[src/rtl/sync_fifo_ctrl.sv]
// Parametrised synchronous FIFO with show-ahead read, occupancy count,
// almost-full/almost-empty thresholds, sticky error flags and synchronous flush.
module sync_fifo_ctrl #(
    parameter int DEPTH     = 4,
    parameter int BIT_WIDTH = 8,
    parameter int AF_LEVEL  = DEPTH - 1,
    parameter int AE_LEVEL  = 1
) (
    input  logic                       clk,
    input  logic                       rst,
    input  logic                       push,
    input  logic                       pop,
    input  logic                       flush,
    input  logic                       clr_err,
    input  logic [BIT_WIDTH-1:0]       push_data,
    output logic [BIT_WIDTH-1:0]       pop_data,
    output logic                       full,
    output logic                       empty,
    output logic                       almost_full,
    output logic                       almost_empty,
    output logic [$clog2(DEPTH):0]     count,
    output logic                       overflow,
    output logic                       underflow
);

    localparam int PTR_W = $clog2(DEPTH);
    localparam int CNT_W = PTR_W + 1;

    localparam logic [CNT_W-1:0] DEPTH_CNT = CNT_W'(DEPTH);
    localparam logic [CNT_W-1:0] AF_CNT    = CNT_W'(AF_LEVEL);
    localparam logic [CNT_W-1:0] AE_CNT    = CNT_W'(AE_LEVEL);

    logic [BIT_WIDTH-1:0] mem [DEPTH];

    logic [PTR_W-1:0] wptr_reg, wptr_next;
    logic [PTR_W-1:0] rptr_reg, rptr_next;
    logic [CNT_W-1:0] count_reg, count_next;
    logic             overflow_reg, overflow_next;
    logic             underflow_reg, underflow_next;

    logic full_flag;
    logic empty_flag;
    logic push_acc;
    logic pop_acc;
    logic wr_en;

    // Flags come only from the registered count, never from push/pop.
    assign full_flag  = (count_reg == DEPTH_CNT);
    assign empty_flag = (count_reg == '0);

    assign push_acc = push & ~full_flag;
    assign pop_acc  = pop & ~empty_flag;
    assign wr_en    = push_acc & ~flush;

    always_comb begin
        wptr_next      = wptr_reg;
        rptr_next      = rptr_reg;
        count_next     = count_reg;
        overflow_next  = overflow_reg;
        underflow_next = underflow_reg;

        // Clear first so that a same-cycle error below wins.
        if (clr_err) begin
            overflow_next  = 1'b0;
            underflow_next = 1'b0;
        end

        if (flush) begin
            wptr_next  = '0;
            rptr_next  = '0;
            count_next = '0;
        end else begin
            if (push_acc) begin
                wptr_next = wptr_reg + PTR_W'(1);
            end
            if (pop_acc) begin
                rptr_next = rptr_reg + PTR_W'(1);
            end
            count_next = count_reg + CNT_W'(push_acc) - CNT_W'(pop_acc);
            if (push && full_flag) begin
                overflow_next = 1'b1;
            end
            if (pop && empty_flag) begin
                underflow_next = 1'b1;
            end
        end
    end

    always_ff @(posedge clk) begin
        if (rst) begin
            wptr_reg      <= '0;
            rptr_reg      <= '0;
            count_reg     <= '0;
            overflow_reg  <= 1'b0;
            underflow_reg <= 1'b0;
        end else begin
            wptr_reg      <= wptr_next;
            rptr_reg      <= rptr_next;
            count_reg     <= count_next;
            overflow_reg  <= overflow_next;
            underflow_reg <= underflow_next;
        end
    end

    // Storage is never reset; stale words are unreachable once pointers clear.
    always_ff @(posedge clk) begin
        if (wr_en && !rst) begin
            mem[wptr_reg] <= push_data;
        end
    end

    assign pop_data     = mem[rptr_reg];
    assign full         = full_flag;
    assign empty        = empty_flag;
    assign almost_full  = (count_reg >= AF_CNT);
    assign almost_empty = (count_reg <= AE_CNT);
    assign count        = count_reg;
    assign overflow     = overflow_reg;
    assign underflow    = underflow_reg;

endmodule

[config.mk]
export PLATFORM = sky130hd
export DESIGN_NAME = sync_fifo_ctrl
export DESIGN_NICKNAME = d
export VERILOG_FILES = /design/src/rtl/sync_fifo_ctrl.sv
export SDC_FILE = /design/constraint.sdc
export NUM_CORES = 1
export LEC_CHECK = 0
export ABC_AREA = 0
export BUFFER_PORTS_ARGS = -buffer_cell sky130_fd_sc_hd__buf_4
export CAP_MARGIN = 20
export CORE_MARGIN = 3
export CORE_UTILIZATION = 45
export DETAILED_ROUTE_END_ITERATION = 10
export PLACE_DENSITY = 0.66
export SLEW_MARGIN = 20
export SYNTH_ARGS = -nofsm -noshare
export SYNTH_HDL_FRONTEND = slang
export SYNTH_SLANG_ARGS = --single-unit
[constraint.sdc]
create_clock -name clk -period 2.3 [get_ports clk]
set_input_delay 0.46 -clock clk [delete_from_list [all_inputs] [get_ports clk]]
set_output_delay 0.46 -clock clk [all_outputs]
set_load 0.01 [all_outputs]
==> metrics.txt, run 1 <==
Multi-input gate area=541.8 µm²; Slew @ Worst Pin=492.4 ps; CP max-delay cell=fa_2; die height=68.55 µm; syn_area_per_cell=16.30 µm²; Max Cap Viol=0; max FFs per register=32; fraction of synthesis flops using an asynchronous set or reset pin=0; CP max FO=6; Cells after Synth=108; power density over the cells=720.4 mW/mm²; most used cell, CP=inv_1; FP Rows=22; # fillers=306; hpwl dp=2107 µm; GRT Total Usage=0.1477; initial DRC count=31; Die ar.=0.004698 mm²; largest net degree at the start of global routing=15; share of layout cells above drive strength 1=0.3851; VDD IR max=0.3486 mV; min-delay src=push_data[4]; DR vias/cell=5.219; number of synthesized flops with an enable pin=32; switching share of power=0.2100; Hold Slack=364.9 ps; core area=0.003716 mm²; Yosys reg bits=43; final antenna-violating net count=0; top cell type by total area after synthesis=edfxtp_1; synthesized area=0.001760 mm²; Seq/Total Area, Yosys=0.6709; predominant post-synthesis flop cell=edfxtp_1; switching power=0.0003314 W; Worst Path Arrival=2390 ps; Port Buffers=30; count leader, synth=edfxtp_1; final cell utilization of the core=0.5896; top-area cell type share of the netlist area=0.5458; # setup viols final=0; storage element area=0.001187 mm²; CP Cell Sequence=or3b_4 > inv_2 > nor2_2 > inv_1 > ha_1 > inv_1 > ha_1 > inv_1 > fa_2 > nor3_1; antenna violations before repair=0; clk sink count=43; Post-Synthesis Net Count=132; Residual DRC=0; RSZ-0062 raised after global routing=no; Final Max Tran Viols=0; CTS Buf Count=5; drt pass-1 iters=4; Gate power share=0.094; IO Pins=31; buffer and inverter count on the worst path=4; final instance area=0.002191 mm²; period utilisation layout=0.9506; Synth cell types=28; hold crit path type=in -> reg; fmax=0.4574 GHz; Final TNS setup=0 ps; top post-synthesis cells by area=edfxtp_1 (55%), dfxtp_1 (13%), mux4_2 (10%), ha_1 (6.4%), inv_1 (1.9%); Seq pwr share=0.542; CP Class=reg -> reg; critical path's top delay family=adder cells; CTS tree=yes; Initial Utilization=0.4737; dpl cell area=0.002052 mm²; routed wire length=3121 µm; first-pass GRT wire length=4740 µm; GP Congestion=0.7639; internal power=0.001247 W; Leak=0.8284 nW; commonest cells in the netlist=edfxtp_1 (32), dfxtp_1 (11), ha_1 (9), inv_1 (9), mux4_2 (8); R2R Path Start=count[2]; area grow syn2layout=24.45%; Fin Clk Skew=8.430 ps; worst-skew pair later-pin latency=290 ps; yosys warns=0; hold violation count in the final report=0; Post-CTS Hold Buffers=0; via count=1,023; Clock Power Share=0.364; overall power=0.001578 W; Worst Setup SP=count[2]; Worst Path Required=2500 ps; delay of the slowest critical-path stage=420 ps; antenna cell count=0; Worst-path clk slew=80 ps; outcome=finished, final reports clean; Slew headroom=0.6705; Root Buffer=clkbuf_8; crit path launch type=flop; vias in the first global route=983; routed len/inst=15.92 µm; CP Capture Type=flop; fin nets=171; GRT overflow=0; clock tree buffer depth=2; die width=68.55 µm; H-tree depth=2; Min Clock Period, post-route=2186 ps
==> power groups by stage <==
stage           logic, W  clock network (W)  registers (W)
4_1_cts         0.000143           0.000586       0.000856
3_3_place_gp    0.000141                  0       0.000873
5_1_grt         0.000164           0.000632       0.000857
3_5_place_dp    0.000142                  0       0.000874
2_1_floorplan  0.0000678                  0       0.000874
6_report        0.000148           0.000574       0.000856
==> timing repair <==
item | CTS | global route
gates resized for setup | 0 | 7
setup endpoints to repair | 0 | 2
setup buffers | 0 | 2
==> path summary, 6_finish.rpt <==
| path | endpoint | slack, ps | depth (start not counted) |
|---|---|---|---|
| setup / recovery | count[1] | 110 | 10 |
| hold / removal | mem[0][4] | 360 | 1 |
| setup reg to reg | count[1] | 110 | 10 |
| hold reg to reg | overflow | 480 | 2 |
==> final cells by class <==
cell class | count | area share
Inverter | 9 | 0.01542
Clock buffer | 5 | 0.03141
Clock inverter | 3 | 0.01999
Timing Repair Buffer | 34 | 0.1165
Sequential cell | 43 | 0.5420
Tap cell | 48 | 0.02741
Multi-Input combinational cell | 54 | 0.2473
==> stage by stage <==
stage	setup slack, ps	cells
finish	113.7	196
global route	2.213	196
CTS	13.84	194
detailed placement	40.78	186
global placement	127.3	186
floorplan	113.8	108
==> cells by family after synthesis <==
logic type	Yosys count	synth area share
AND/OR/NAND/NOR	24	0.07676
multiplexers	10	0.1137
flip-flops	43	0.6709
buffers and inverters	11	0.02416
AO/OA/AOI/OAI	8	0.02914
XOR/XNOR	2	0.009952
adder cells (fa/ha/maj)	10	0.07534
==> cells in the final DEF (no fill, tap or decap) <==
master / Yosys / routed
dfxtp_1: 11 / 8
and3_1: 4 / 4
or3b_4: 1 / 1
nand2_1: 4 / 4
nor2b_1: 1 / 1
o311ai_0: 1 / 1
edfxtp_1: 32 / 32
nand3_1: 1 / 1
buf_4: 0 / 34
nand2b_1: 2 / 2
ha_1: 9 / 9
nand3b_1: 1 / 1
clkinv_4: 0 / 1
dfxtp_4: 0 / 1
a21boi_0: 1 / 1
xor2_1: 1 / 1
nand4_1: 1 / 1
inv_1: 9 / 8
dfxtp_2: 0 / 2
clkinv_2: 0 / 1
and2_1: 1 / 1
inv_2: 0 / 1
mux2i_1: 2 / 2
nor2_1: 2 / 1
fa_2: 0 / 1
bufinv_16: 0 / 1
nor2_2: 0 / 1
or3_1: 2 / 2
clkbuf_8: 0 / 5
nor3_1: 4 / 4
o21ai_0: 3 / 3
mux4_2: 8 / 8
xnor2_1: 1 / 1
a21oi_1: 2 / 2
a32o_1: 1 / 1
==> routing by layer <==
metal / track usage / share of wire
met1: 0.1721 / 0.38
met2: 0.2431 / 0.53
met3: 0.05186 / 0.070
met4: 0.06948 / 0.013
met5: 0 / 0
Note: power is estimated with default switching activity, not from simulation.
==> run 2, diff against run 1 <==
CORE_UTILIZATION = 50   (was 45)
PLACE_DENSITY = 0.73   (was 0.66)
==> run 2 against run 1 <==
Net effect:
- power shrank 5.8%
- largest cell class unchanged
- critical path depth up 1
- die area fell by 9.1%
- flip-flop and latch count is the same
- hold slack worse by 56 ps
- critical endpoint is now count[2]
==> metrics.txt, run 2 (same netlist as run 1, synthesis figures left out) <==
outcome=finished, final reports clean; hpwl dp=2158 µm (+2.5%); internal power=0.001179 W (-5.4%); # setup viols final=0 (unchanged); storage element area=0.001184 mm² (-0.32%); initial DRC count=50 (+61%); first-pass GRT wire length=4954 µm (+4.5%); CP max FO=8 (+2); power density over the cells=690.1 mW/mm² (-4.2%); hold crit path type=in -> reg; Clock Power Share=0.328 (-0.036); die height=65.34 µm (-4.7%); fin nets=171 (unchanged); Slew headroom=0.6215 (-0.04903); Worst Path Arrival=2400 ps (about the same); Initial Utilization=0.5496 (+0.07587); share of layout cells above drive strength 1=0.3649 (-0.02027); CTS tree=yes; clk sink count=43 (unchanged); routed wire length=2967 µm (-4.9%); GRT Total Usage=0.1612 (+0.01348); H-tree depth=2 (unchanged); WHS Endpoint=mem[3][6]; area grow syn2layout=22.32%; antenna cell count=0 (unchanged); Die ar.=0.004269 mm² (-9.1%); Port Buffers=30 (unchanged); Final TNS setup=0 ps (unchanged); Min Clock Period, post-route=2126 ps (-60.73 ps); Seq pwr share=0.576 (+0.034); commonest non-fill, non-tap cell in the layout=buf_4; via count=992 (-3.0%); max FFs per register=32 (unchanged); routed len/inst=15.45 µm (-3.0%); largest net degree at the start of global routing=14 (-1); Leak=0.8220 nW (-0.77%); fmax=0.4705 GHz (+2.9%); Slew @ Worst Pin=560.7 ps (+68.25 ps); Worst R2R End=count[2]; hold violation count in the final report=0 (unchanged); delay of the slowest critical-path stage=400 ps (-20 ps); worst-skew pair later-pin latency=340 ps (+50 ps); CTS Buf Count=5 (unchanged); clock tree buffer depth=2 (unchanged); VDD IR max=0.4826 mV (+38%); switching power=0.0003067 W (-7.4%); CP max-delay cell=or3b_4; Root Buffer=clkbuf_4; vias in the first global route=1,074 (+9.3%); R2R Path Start=count[0]; Worst-path clk slew=120 ps (+40 ps); final antenna-violating net count=0 (unchanged); GRT overflow=0 (unchanged); min-delay src=push_data[6]; DR vias/cell=5.167 (-1.0%); Worst Path Required=2570 ps (+70 ps); most frequent cells in the layout=buf_4 (34), edfxtp_1 (32), inv_1 (9), ha_1 (9), dfxtp_1 (9); Fin Clk Skew=3.897 ps (-4.533 ps); most used cell, CP=inv_1; Reg2Reg Setup Slack=170 ps (+60 ps); period utilisation layout=0.9242 (-0.02640); switching share of power=0.2064 (-0.003570); reg2reg path depth=11 (+1); Residual DRC=0 (unchanged); Max Cap Viol=0 (unchanged); worst hold path depth=1 (unchanged); Post-CTS Hold Buffers=0 (unchanged); Gate power share=0.096 (+0.002); die width=65.34 µm (-4.7%); drt pass-1 iters=4 (unchanged); # fillers=266 (-13%); RSZ-0062 raised after global routing=no; CP Class=reg -> reg; IO Pins=31 (unchanged); antenna violations before repair=0 (unchanged); Final Max Tran Viols=0 (unchanged); CP Cell Sequence=or3b_4 > inv_1 > nor2_2 > inv_1 > ha_1 > inv_1 > ha_1 > inv_1 > fa_1 > xnor2_1 > nor3_1; Multi-input gate area=539.3 µm² (-0.46%); core area=0.003203 mm² (-14%); FP Rows=20 (-9.1%); CP Capture Type=flop; final cell utilization of the core=0.6723 (+0.08270); GP Congestion=0.7436 (-2.7%); crit path launch type=flop
run 2: cell count changes in the layout (fill, tap and decap cells not counted):
| cell | delta |
|---|---|
| clkbuf_4 | +5 |
| clkbuf_8 | -4 |
| clkinv_4 | -1 |
| dfxtp_1 | +1 |
| dfxtp_4 | -1 |
| fa_1 | +1 |
| fa_2 | -1 |
| inv_1 | +1 |
| inv_2 | -1 |
run 2: worst max path at each step:
stage,startpoint,to,cells past startpoint
after floorplan,count[1],count[2],9
after global placement,count[0],count[2],11
after detailed placement,count[0],count[1],10
after CTS,count[0],count[1],10
after global routing,count[0],count[2],11
final,count[0],count[2],11
run 2: power by group through the flow:
stage               clock network [W]  logic (W)  registers [W]
floorplan                           0  0.0000678       0.000874
global placement                    0   0.000141       0.000872
detailed placement                  0   0.000144       0.000873
CTS                          0.000499   0.000145       0.000856
global route                 0.000532   0.000160       0.000858
finish                       0.000487   0.000143       0.000856
run 2: what timing repair did:
action	CTS	global route
resized for setup	0	3
setup endpoints to repair	0	2
setup buffers	0	0
run 2: through the flow:
step | instance area (µm²) | std cells | total power (W) | worst slack [ps] | hold slack (ps)
detailed placement | 2062 | 184 | 0.001017 | 89.58 | 466.2
floorplan | 1760 | 108 | 0.0009416 | 113.8 | 462.1
finish | 2153 | 192 | 0.001486 | 174.4 | 308.9
CTS | 2148 | 192 | 0.001499 | 61.69 | 288.5
global route | 2153 | 192 | 0.001550 | 32.34 | 279.1
global placement | 2062 | 184 | 0.001013 | 168.9 | 456.0
run 2: routing by layer:
metal,part of all wire,GRT usage,vias up
met5,0,0,-
li1,-,-,484
met3,0.051,0.05299,5
met2,0.51,0.2617,23
met1,0.43,0.2037,480
met4,0.012,0.05440,0
run 2: layout make-up:
type,count,area share
clock buffers,6,0.02382
clock inverters,2,0.01627
inverters,9,0.01569
multi-input cells,54,0.2504
flip-flops and latches,43,0.5497
well taps,44,0.02557
repair buffers,34,0.1185
run 2: worst max-delay path, delay by kind of cell (launching register included):
family,cells,cell delay [ps]
adders and majority gates,3,710
and+or+nand+nor,3,580
DFF,1,380
buffers and inverters,4,250
xor gates and xnor gates,1,130
